===== src/rtl/cnt_multi.sv =====
// N-channel base/addr/cnt address generator with a per-instance wrap policy.
// Each channel loads base/addr from inp and steps addr by STRIDE for LIMIT steps per period.
module cnt_multi #(
  parameter int W      = 16,
  parameter int N      = 4,
  parameter int CW     = 2,
  parameter int STRIDE = 1,
  parameter int LIMIT  = 4,
  parameter int MODE   = 1
) (
  input  logic             clk,
  input  logic             rst_n,
  input  logic [W-1:0]     inp,
  input  logic             en,
  input  logic [CW-1:0]    ch_sel,
  input  logic [N-1:0]     adv,
  output logic [N*W-1:0]   base,
  output logic [N*W-1:0]   addr,
  output logic [N*W-1:0]   cnt,
  output logic [N-1:0]     done,
  output logic [N-1:0]     wrapped
);

  localparam bit         IS_WRAP    = (MODE == 1);
  localparam bit         IS_STOP    = (MODE == 2);
  localparam logic [W-1:0] STRIDE_W   = W'(STRIDE);
  localparam logic [W-1:0] LIMIT_W    = W'(LIMIT);
  localparam logic [W-1:0] LIMIT_M1   = W'(LIMIT - 1);
  localparam logic [W-1:0] LIM_STRIDE = W'(LIMIT * STRIDE);
  localparam logic [W-1:0] HALF       = W'(1) << (W - 1);

  for (genvar i = 0; i < N; i++) begin : g_ch
    logic [W-1:0] base_q;
    logic [W-1:0] addr_q;
    logic [W-1:0] cnt_q;
    logic         done_q;
    logic         wrap_q;
    logic         load;

    // ch_sel values at or above N match no channel, so such loads fall through.
    assign load = en && (ch_sel == CW'(i));

    always_ff @(posedge clk) begin
      if (!rst_n) begin
        base_q <= '0;
        addr_q <= '0;
        cnt_q  <= '0;
        done_q <= 1'b0;
        wrap_q <= 1'b0;
      end else if (load) begin
        base_q <= inp;
        addr_q <= inp;
        cnt_q  <= '0;
        done_q <= 1'b0;
        wrap_q <= 1'b0;
      end else if (adv[i] && !done_q) begin
        if (cnt_q == LIMIT_M1) begin
          wrap_q <= 1'b1;
          if (IS_WRAP) begin
            addr_q <= base_q;
            cnt_q  <= '0;
          end else if (IS_STOP) begin
            addr_q <= addr_q + STRIDE_W;
            done_q <= 1'b1;
          end else begin
            addr_q <= addr_q + STRIDE_W;
            cnt_q  <= '0;
          end
        end else begin
          addr_q <= addr_q + STRIDE_W;
          cnt_q  <= cnt_q + W'(1);
          wrap_q <= 1'b0;
        end
      end else begin
        wrap_q <= 1'b0;
      end
    end

    assign base[i*W +: W] = base_q;
    assign addr[i*W +: W] = addr_q;
    assign cnt[i*W +: W]  = cnt_q;
    assign done[i]        = done_q;
    assign wrapped[i]     = wrap_q;

    a_cnt_lt_limit: assert property (@(posedge clk) disable iff (!rst_n)
      cnt_q < LIMIT_W);

    // A halted STOP channel has taken its terminal step, so addr sits one stride past the last count.
    a_addr_track: assert property (@(posedge clk) disable iff (!rst_n)
      !(IS_WRAP || IS_STOP) ||
      (done_q ? (addr_q == base_q + LIM_STRIDE)
              : (addr_q == base_q + cnt_q * STRIDE_W)));

    a_done_stop_only: assert property (@(posedge clk) disable iff (!rst_n)
      IS_STOP || !done_q);

    c_half_base: cover property (@(posedge clk)
      rst_n && base_q == HALF && addr_q == base_q + STRIDE_W && cnt_q == W'(1));
  end

endmodule


===== config.mk =====
export PLATFORM = sky130hd
export DESIGN_NAME = cnt_multi
export DESIGN_NICKNAME = d
export VERILOG_FILES = /design/src/rtl/cnt_multi.sv
export SDC_FILE = /design/constraint.sdc
export NUM_CORES = 1
export LEC_CHECK = 0
export BUFFER_PORTS_ARGS = -buffer_cell sky130_fd_sc_hd__buf_2
export CORE_MARGIN = 2
export CORE_UTILIZATION = 54
export CTS_CLUSTER_DIAMETER = 30
export CTS_CLUSTER_SIZE = 8
export DETAILED_ROUTE_END_ITERATION = 7
export PLACE_DENSITY = 0.81
export SETUP_SLACK_MARGIN = 0.4
export SLEW_MARGIN = 10
export SYNTH_ARGS = -nofsm -noshare
export SYNTH_HDL_FRONTEND = slang
export SYNTH_SLANG_ARGS = --single-unit

===== constraint.sdc =====
create_clock -name clk -period 2 [get_ports clk]
set_input_delay 0.2 -clock clk [delete_from_list [all_inputs] [get_ports clk]]
set_output_delay 0.2 -clock clk [all_outputs]
set_load 0.01 [all_outputs]

## Yosys cells after proc, flatten, opt, wreduce, memory -nomap -nowiden

Index checks and enable logic that the tools add are counted.

- Add/subtract/negate cells: 8
- Eq/ne operators: 7
- Muxes and demuxes: 20
- Bitwise operators: 5
- Reductions and logical operators: 17

Operators with widths:

| cell | count |
|---|---|
| two-way mux 16 bit | 16 |
| adder 16 x 1 -> 16 bit (second input constant) | 8 |
| equality test 16 x 2 -> 1 bit (second input constant) | 4 |
| OR reduction 3 bit | 4 |
| nonzero test 2 bit | 4 |
| OR reduction 2 bit | 4 |
| inverter 1 bit | 5 |
| equality test 2 bit (second input constant) | 2 |
| logical AND 1 bit | 4 |
| two-way mux 1 bit | 4 |
| equality test 2 x 1 -> 1 bit (second input constant) | 1 |
| zero test 2 bit | 1 |

- Flip-flop bits (word level): 196
- Input port bits: 25
- Output and inout bits: 200
- Word-level logic and storage cells: 73

## Longest topological paths before layout

Gate-level depths: netlist of run 1.

- Word-level depth: 4
- Gate-level depth with buffers: 8
- Gate-level depth less buffers: 6

## Worst setup path before layout of run 1

No wires, ideal clock.

- Path type: flip-flop to flip-flop
- Start point: register g_ch[3].cnt_q[0]
- End point: register g_ch[3].addr_q[10]
- Library setup time: 0.092 ns
- Arrival time: 1.831 ns
- Required time: 1.908 ns
- Path slack: 0.076 ns
- Cell stages (with the launch flop): 8
- Path buffers: 2
- Clock period less this slack: 1.924 ns
- Cell sequence: dfxtp_1 ha_1 nor4b_1 and4_1 buf_2 buf_2 nor2_1 o32ai_1

- Cells in the longest elaborated chain, start to end: 4

RTL lines:

| what | RTL line | source |
|---|---|---|
| start, declared | 35 | `logic [W-1:0] cnt_q;` |
| start signal, assigned | 71 | `cnt_q <= cnt_q + W'(1);` |
| equality test 16 x 2 -> 1 bit | 57 | `if (cnt_q == LIMIT_M1) begin` |
| two-way mux 16 bit | 57 |  |
| two-way mux 16 bit | 56 | `end else if (adv[i] && !done_q) begin` |
| two-way mux 16 bit | 50 | `end else if (load) begin` |
| end signal, assigned | 52 | `addr_q <= inp;` |
| end signal, assigned | 60 | `addr_q <= base_q;` |
| end signal, assigned | 63 | `addr_q <= addr_q + STRIDE_W;` |
| end, declared | 34 | `logic [W-1:0] addr_q;` |

Every way passes these cells. The select of a mux whose other input is x is not followed.
A chain may end at the register's enable or synchronous reset.

## Final worst setup path of run 1

- Start point: register g_ch[2].addr_q[2]
- End point: register g_ch[2].addr_q[12]

- Cells in the longest elaborated chain, start to end: 4

RTL lines:

| what | RTL line | source |
|---|---|---|
| start, declared | 34 |  |
| start signal, assigned | 52 |  |
| start signal, assigned | 60 |  |
| start signal, assigned | 63 |  |
| adder 16 x 1 -> 16 bit | 70 | `addr_q <= addr_q + STRIDE_W;` |
| two-way mux 16 bit | 57 |  |
| two-way mux 16 bit | 56 |  |
| two-way mux 16 bit | 50 |  |

Every way passes these cells. The select of a mux whose other input is x is not followed.

==> reports/results.ini, run 1 <==
[setup_path]
crit_cells = 6
critical-path-max-stage-delay_ns = 0.40
arrival_ns = 2.09
crit_chain = nand4_1 -> buf_4 -> nor4_1 -> xor2_1 -> nor2_1 -> o22ai_1
slowest_stage = dfxtp_2
path_max_fanout = 8
startpoint_type = flip-flop
path_class = reg2reg
cp-end-kind = flip-flop
critPathTopFamily = simple AND/OR/NAND/NOR gates
cp.required_ns = 2.36
reg2reg_depth = 6
critPathBufInv = 1

[die]
die_h_um = 136.6
num_io_pins = 225
start_util_pct = 55.05
dieArea_um2 = 18650
core-area_um2 = 17240
dieWidth_um = 136.6
num_rows = 48

[sta]
slew_headroom_pct = 41.44
skew_ns = 0.009858
rsz0062_at_grt = true
worstMarginPinSlew_ns = 0.8751
finalSetupViolations = 0
slew_viol_final = 0
fin_setup_tns_ns = 0
fin_crit_sh_pct = 86.74
fin_crit_ns = 1.735
fmax_ghz = 0.5765
finalHoldViolations = 0

[worst_hold_path]
holdPathStages = 2
hold_path_class = in2reg

[yosys]
synth.cell_area_um2 = 9488
synthFlopType = dfxtp_1
synthTopCellsByArea = dfxtp_1, nand2_1, xor2_1
syn_inst = 1179
synth_cell_types = 52
syn_area_per_cell_um2 = 8.047
yosysWarnings = 0
ys_seq_area_share_pct = 41.36
async_flop_share_pct = 0
synth_edf_count = 0
ys_ff_latch = 196
synth_area_leader_cell = dfxtp_1
yosysTopAreaCellShare_pct = 41.36

[place]
gp_congestion = 0.9145
hpwl_um = 20430
io_buffers = 220
dpl_cell_area_um2 = 11090

[detailed_routing]
routed_wl_um = 33730
via_count = 10500
first_pass_iters = 6
dr.first_iter.drc_count = 1192
drcViolationCount = 0
post_drt_wl_per_cell_um = 19.91
antenna_left = 0
vias_per_cell = 6.198

[global_route]
grt_pass1_wl_um = 46420
grt_max_degree = 73
gr-total-overflow = 0
grt_pass1_vias = 8988
antenna_found_initial = 1
grt_use_total_pct = 31.56

[clock_network]
cts_max_level = 4
cts.clk_slew.worst_paths_ns = 0.07
clock-root-buffer = clkbuf_16
clock_sinks = 196
cts_hold_buf = 0
cts_tree = yes
insertion_delay_ns = 0.45
cts_buffer_depth = 2
cts_buffers = 17

[job]
drv_cap = 0

[layout]
final_area_um2 = 13040
drive_gt1_share_pct = 36.51
syn_to_final_growth_pct = 37.39
fillers = 1123
final_util_pct = 75.62
nets = 1488

[pwr]
power.leakage_nw = 5.495
peakVddDrop_v = 0.0006522
p_per_area_nw_per_um2 = 674.2

[status]
status = finished clean

[logic make-up after synthesis]
group / count (synthesis) / synth area share (%)
simple gates: 520 / 25.48
compound gates: 251 / 17.14
flops: 196 / 41.36
xor+xnor: 106 / 9.785
buf+inv: 84 / 3.771
mux: 13 / 1.371
fa+ha+maj: 8 / 1.055
other cells: 1 / 0.03952
[layout by cell type (no fill, tap or decap), drive strengths merged, types with 13 or more instances in the layout]
cell,count
nor2,129
xor2,71
clkbuf,28
nand3,44
nand4,43
mux2i,13
nor3,22
o21ai,67
a22o,19
o22ai,25
a21oi,43
and4,20
inv,15
xnor2,35
dfxtp,196
a21boi,63
buf,319
nand2,210
nor4,21
[layer usage]
metal	routed length, um	GRT usage [%]	vias to the layer above	share of wire, %
met3	3428	7.407	148	10
met1	12860	40.44	4975	38
met2	15740	48.92	662	47
met5	0	0	-	0
met4	1712	17.65	0	5.1
li1	-	-	4714	-
[synthesized netlist by cell type (all sizes together), types with 25 or more instances]
cell type,instances
a21boi,63
a21oi,43
clkbuf,50
dfxtp,196
nand2,210
nand3,43
nand4,43
nor2,129
o21ai,67
o22ai,25
xnor2,35
xor2,71
[report_power, final]
group	total (mW)	leakage [nW]	switching, mW	internal, mW
sequential	4.21	1.62	0.182	4.03
clock	3.43	0.285	1.52	1.92
combinational	1.14	3.59	0.675	0.465
[what timing repair did]
action / in CTS / in global routing
pin swaps: 16 / 61
gates cloned: 2 / 8
gates resized for setup: 56 / 207
setup buffers: 18 / 36
setup endpoints to repair: 110 / 111
[per-stage QoR]
step	instances	hold WS [ns]	total power, mW	worst slack (ns)
after floorplan	1182	0.3360	4.795	0.3530
after global placement	1597	0.4537	5.168	0.3048
after detailed placement	1597	0.4571	5.193	0.2283
after CTS	1649	0.04741	8.600	0.3466
after global routing	1693	0.07228	9.050	0.1916
final	1694	0.06924	8.788	0.2653
[registers in the layout, summed over array words and instances, names as in the netlist]
signal,flops
g_ch.addr_q,64
g_ch.base_q,64
g_ch.wrap_q,4
g_ch.cnt_q,64
[cell type report]
type | count | area, um^2 | share of cell area, %
inverters | 15 | 56.30 | 0.4319
clock inverters | 7 | 72.57 | 0.5567
clock buffers | 25 | 515.5 | 3.955
flip-flops and latches | 196 | 4051 | 31.08
repair buffers | 322 | 2066 | 15.85
diodes | 1 | 2.502 | 0.01920
well taps | 225 | 281.5 | 2.160
multi-input cells | 903 | 5989 | 45.95
[path summary, 6_finish.rpt]
check	endpoint	from	slack, ns
min reg2reg	g_ch[2].base_q[5]	g_ch[2].base_q[5]	0.47
min	g_ch[1].addr_q[5]	adv[1]	0.07
max reg2reg	g_ch[2].addr_q[12]	g_ch[2].addr_q[2]	0.27
max	g_ch[2].addr_q[12]	g_ch[2].addr_q[2]	0.27
No activity file was read; power rests on OpenSTA's default activity.
==> run 2, diff against run 1 <==
--- a/config.mk
+++ b/config.mk
@@ -6,8 +6,9 @@
 export NUM_CORES = 1
 export LEC_CHECK = 0
 export BUFFER_PORTS_ARGS = -buffer_cell sky130_fd_sc_hd__buf_2
-export CORE_MARGIN = 2
-export CORE_UTILIZATION = 54
+export CELL_PAD_IN_SITES_DETAIL_PLACEMENT = 1
+export CELL_PAD_IN_SITES_GLOBAL_PLACEMENT = 2
+export CORE_UTILIZATION = 31
 export CTS_CLUSTER_DIAMETER = 30
 export CTS_CLUSTER_SIZE = 8
 export DETAILED_ROUTE_END_ITERATION = 7
==> run 2 against run 1 <==
Effect of this change: non-clock buffer count grew 3; critical path type unchanged; sequential share of layout area shrank 0.88 points; via count shrank 6.6%; worst hold slack gained 0.039 ns; largest cell class unchanged; critical endpoint is now g_ch[2].cnt_q[12]; count of clock-buffer cells in the layout shrank 3; clock power grew 1%; fmax grew 1.1%; worst setup slack gained 0.019 ns.
==> reports/results.ini, run 2 (synthesis results as in run 1) <==
[status]
status = finished clean

[pwr]
p_per_area_nw_per_um2 = 660.5
p_clk_share_pct = 39.3
power.leakage_nw = 5.600
power_frac_comb_pct = 13.2
p_int_mw = 6.349
sw_frac_of_total_pct = 28.33
switchingPower_mw = 2.509
peakVddDrop_v = 0.0005545
power_frac_seq_pct = 47.5

[die]
num_io_pins = 225
start_util_pct = 31.76
core-area_um2 = 29870
dieArea_um2 = 31310
dieWidth_um = 176.9
die_h_um = 176.9
num_rows = 63

[clock_network]
clock-root-buffer = clkbuf_16
cts_max_level = 4
cts_tree = yes
clock_sinks = 196
insertion_delay_ns = 0.45
cts_buffer_depth = 2
cts.clk_slew.worst_paths_ns = 0.08
cts_hold_buf = 0
cts_buffers = 17

[setup_path]
r2r_setup_slack_ns = 0.28
path_max_fanout = 8
crit_chain = ha_4 -> nor4b_4 -> nand4_1 -> buf_6 -> o211ai_1 -> buf_4 -> buf_8 -> nor2_1
cp.required_ns = 2.33
cp-end-kind = flip-flop
reg2reg_depth = 8
startpoint_type = flip-flop
r2r_end = g_ch[2].cnt_q[12]
arrival_ns = 2.05
slowest_stage = dfxtp_4
critical-path-max-stage-delay_ns = 0.37
critPathBufInv = 3
critPathTopFamily = buffers and inverters
timing.rr.start = g_ch[2].cnt_q[1]
path_class = reg2reg

[job]
drv_cap = 0

[sta]
finalSetupViolations = 0
fmax_ghz = 0.5827
fin_crit_ns = 1.716
finalHoldViolations = 0
fin_setup_tns_ns = 0
worstMarginPinSlew_ns = 1.019
whs_ns = 0.1084
skew_ns = 0.01345
slew_headroom_pct = 31.79
fin_crit_sh_pct = 85.81
rsz0062_at_grt = true
slew_viol_final = 0
setup_ws_ns = 0.2838

[detailed_routing]
routed_wl_um = 37050
drcViolationCount = 0
first_pass_iters = 5
post_drt_wl_per_cell_um = 19.90
antenna_left = 0
wl_met3_um = 1650
vias_per_cell = 5.264
dr.first_iter.drc_count = 438
met1_length_um = 16630
via_count = 9801
highest_layer = met4
route.met2.wl_um = 18170

[layout]
multi_input_area_um2 = 6072
nets = 1492
final_cell_mix = buf_2, nand2_1, dfxtp_1
seq_area_um2 = 4050
fillers = 3561
syn_to_final_growth_pct = 41.36
n_antenna_cell = 0
final_area_um2 = 13410
reg.largest.list = g_ch.addr_q (64), g_ch.base_q (64), g_ch.cnt_q (64)
final_common_cell = buf_2
drive_gt1_share_pct = 37.16

[global_route]
grt_pass1_wl_um = 55860
grt_max_degree = 73
grt_use_total_pct = 23.04
gr-total-overflow = 0
grt_pass1_vias = 9576
antenna_found_initial = 0

[worst_hold_path]
holdPathStages = 3
holdCritStartpoint = inp[2]
hold_path_class = in2reg
holdPathEnd = g_ch[0].base_q[2]

[place]
dpl_cell_area_um2 = 11390
hpwl_um = 25350
dp_slack_ns = 0.1177
io_buffers = 220
gp_congestion = 0.8115

[run 2: cell count changes in the layout (fill, tap and decap cells not counted), moves of 5 or more]
cell      previous run  this run
dfxtp_1            138       143
o21ai_0             30        18
nor2_1              96       102
o21ai_1             22        27
o21ai_2             15        21
o32ai_2              2         8
nor2_2              18        13
o32ai_1              6         0
dfxtp_2             36        29
clkbuf_8             6         1
[run 2: power groups by stage]
stage / logic, mW / registers [mW] / clock network (mW)
2_1_floorplan: 0.477 / 4.32 / 0
3_3_place_gp: 0.938 / 4.30 / 0
3_5_place_dp: 0.962 / 4.30 / 0
4_1_cts: 1.05 / 4.20 / 3.58
5_1_grt: 1.27 / 4.23 / 3.70
6_report: 1.17 / 4.21 / 3.48
[run 2: worst min-delay path: stages]
cell     delay [ns]
buf_2          0.17
nand2_1        0.08
a21oi_1        0.05
[run 2: routing by layer]
metal,global-route usage (%),vias to the layer above
li1,-,4706
met1,29.44,4858
met2,39.34,202
met3,4.510,35
met4,5.927,0
met5,0,-
[run 2: layout make-up]
cell class / instances / area share [%]
Inverter: 15 / 0.4198
Clock buffer: 22 / 3.545
Multi-Input combinational cell: 904 / 45.27
Timing Repair Buffer: 325 / 16.20
Tap cell: 390 / 3.638
Sequential cell: 196 / 30.20
Clock inverter: 10 / 0.7184
[run 2: timing repair]
item | 4_1_cts | 5_1_grt
endpoints found under the setup margin | 125 | 127
cloned | 4 | 6
buffers inserted | 34 | 16
pin swaps | 28 | 48
endpoints found under the hold margin | 0 | 0
resized for setup | 86 | 201
[run 2: how the worst max path moves through the flow]
stage                              end             start  cells after the start
floorplan            g_ch[2].cnt_q[12]  g_ch[2].cnt_q[1]                      6
global placement     g_ch[3].addr_q[9]  g_ch[3].cnt_q[0]                      6
detailed placement  g_ch[3].addr_q[11]  g_ch[3].cnt_q[0]                      6
CTS                  g_ch[2].addr_q[1]  g_ch[2].cnt_q[0]                      7
global route         g_ch[2].cnt_q[12]  g_ch[2].cnt_q[1]                      8
finish               g_ch[2].cnt_q[12]  g_ch[2].cnt_q[1]                      8
[run 2: through the flow]
stage	std cells	util [%]	power, mW
global placement	1770	38.12	5.233
detailed placement	1770	38.12	5.264
CTS	1840	42.12	8.823
floorplan	1182	-	4.795
finish	1862	44.89	8.858
global route	1862	44.89	9.196
==> run 3, diff against run 2 <==
--- a/config.mk
+++ b/config.mk
@@ -6,9 +6,8 @@
 export NUM_CORES = 1
 export LEC_CHECK = 0
 export BUFFER_PORTS_ARGS = -buffer_cell sky130_fd_sc_hd__buf_2
-export CELL_PAD_IN_SITES_DETAIL_PLACEMENT = 1
-export CELL_PAD_IN_SITES_GLOBAL_PLACEMENT = 2
-export CORE_UTILIZATION = 31
+export CORE_UTILIZATION = 54
+export CTS_BUF_LIST = sky130_fd_sc_hd__clkbuf_4 sky130_fd_sc_hd__clkbuf_8 sky130_fd_sc_hd__clkbuf_16
 export CTS_CLUSTER_DIAMETER = 30
 export CTS_CLUSTER_SIZE = 8
 export DETAILED_ROUTE_END_ITERATION = 7
==> run 3 against run 2 <==
Effect of this change: sequential share of layout area grew 1.1 points; worst setup slack worse by 0.010 ns; critical path depth is 1 lower; critical path type unchanged.
==> reports/results.ini, run 3 (synthesis results as in run 1) <==
[global_route]
grt_pass1_vias = 9073
grt_max_degree = 73
antenna_found_initial = 1
grt_pass1_wl_um = 47040
grt_use_total_pct = 32.91
gr-total-overflow = 0

[detailed_routing]
vias_per_cell = 6.165
antenna_left = 0
drcViolationCount = 0
via_count = 10370
met1_length_um = 13080
wl_met3_um = 2720
dr.first_iter.drc_count = 1211
highest_layer = met5
route.met2.wl_um = 15750
first_pass_iters = 7
post_drt_wl_per_cell_um = 19.72
routed_wl_um = 33170

[die]
dieWidth_um = 134.6
num_rows = 48
num_io_pins = 225
dieArea_um2 = 18100
start_util_pct = 55.05
die_h_um = 134.6
core-area_um2 = 17240

[sta]
fin_crit_sh_pct = 86.33
slew_headroom_pct = 31.79
slew_viol_final = 0
worstMarginPinSlew_ns = 1.019
fin_crit_ns = 1.727
fin_setup_tns_ns = 0
finalHoldViolations = 0
skew_ns = 0.01027
fmax_ghz = 0.5792
finalSetupViolations = 0
rsz0062_at_grt = true
whs_ns = 0.1277

[layout]
final_cell_mix = buf_2, nand2_1, dfxtp_1
final_common_cell = buf_2
drive_gt1_share_pct = 34.87
syn_to_final_growth_pct = 36.53
nets = 1479
n_antenna_cell = 0
fillers = 1204
reg.largest.list = g_ch.addr_q (64), g_ch.base_q (64), g_ch.cnt_q (64)

[setup_path]
critPathBufInv = 2
cp.required_ns = 2.34
critPathCapture = g_ch[3].addr_q[3]
startpoint_type = flip-flop
slowest_stage = and4_4
startpoint = g_ch[3].cnt_q[0]
critPathTopFamily = simple AND/OR/NAND/NOR gates
arrival_ns = 2.07
critical-path-max-stage-delay_ns = 0.42
crit_chain = ha_4 -> nor4b_4 -> and4_4 -> buf_6 -> buf_16 -> a21oi_2 -> o22ai_1
reg2reg_depth = 7
crit_cells = 7
path_max_fanout = 6
cp-end-kind = flip-flop
timing.rr.start = g_ch[3].cnt_q[0]
r2r_setup_slack_ns = 0.27
r2r_end = g_ch[3].addr_q[3]
path_class = reg2reg

[pwr]
p_per_area_nw_per_um2 = 681.0
power.leakage_nw = 5.457
peakVddDrop_v = 0.0006753

[clock_network]
cts_hold_buf = 0
clock-root-buffer = clkbuf_16
insertion_delay_ns = 0.43
cts_tree = yes
cts.clk_slew.worst_paths_ns = 0.07
cts_buffer_depth = 2
cts_max_level = 4
clock_sinks = 196
cts_buffers = 17

[place]
hpwl_um = 20220
gp_congestion = 0.9405
io_buffers = 220

[job]
drv_cap = 0

[worst_hold_path]
hold_path_class = in2reg

[status]
status = finished clean

## run 3: worst min-delay path by stage
| stage | start | to | slack [ns] | cells after the start |
|---|---|---|---|---|
| after floorplan | inp[0] | g_ch[0].base_q[0] | 0.34 | 2 |
| after global placement | g_ch[2].base_q[2] | g_ch[2].base_q[2] | 0.45 | 2 |
| after detailed placement | g_ch[0].base_q[4] | g_ch[0].base_q[4] | 0.45 | 2 |
| after CTS | inp[3] | g_ch[1].base_q[3] | 0.10 | 3 |
| after global routing | inp[15] | g_ch[0].base_q[15] | 0.11 | 3 |
| final | inp[2] | g_ch[0].base_q[2] | 0.13 | 3 |
## run 3: worst min-delay path: cells and delay by family
family,cells,cell delay (ns)
AO/OA/AOI/OAI,1,0.05
AND/OR/NAND/NOR,1,0.09
buffers and inverters,1,0.17
## run 3: power by group
| group | internal [mW] | switching [mW] |
|---|---|---|
| clock network | 2.00 | 1.52 |
| registers | 4.03 | 0.185 |
| logic | 0.440 | 0.651 |
| total | 6.47 | 2.35 |
## run 3: cell type report
class,instances,area (um^2),area share (%)
Timing Repair Buffer,313,1982,15.30
Tap cell,225,281.5,2.173
Sequential cell,196,4054,31.30
Clock buffer,23,495.5,3.825
Multi-Input combinational cell,903,5987,46.22
Clock inverter,7,97.59,0.7534
Inverter,15,56.30,0.4347
## run 3: routing by layer
metal / global-route usage (%) / vias up
li1: - / 4689
met1: 40.96 / 4963
met2: 52.56 / 590
met3: 7.395 / 125
met4: 18.85 / 2
met5: 0 / -
## run 3: through the flow
step / setup slack [ns] / power [mW] / cell area, um^2 / std cells / utilization [%]
global route: 0.2484 / 9.069 / 12950 / 1682 / 75.15
CTS: 0.3227 / 8.684 / 12170 / 1655 / 70.61
detailed placement: 0.08017 / 5.185 / 11050 / 1595 / 64.08
floorplan: 0.3530 / 4.795 / 9711 / 1182 / -
global placement: 0.1276 / 5.157 / 11050 / 1595 / 64.08
finish: 0.2735 / 8.821 / 12950 / 1682 / 75.15
## run 3: what timing repair did
| action | 4_1_cts | 5_1_grt |
|---|---|---|
| gates cloned | 6 | 4 |
| resized for setup | 57 | 204 |
| endpoints found under the setup margin | 93 | 118 |
| pin swaps | 17 | 57 |
| setup buffers | 24 | 23 |
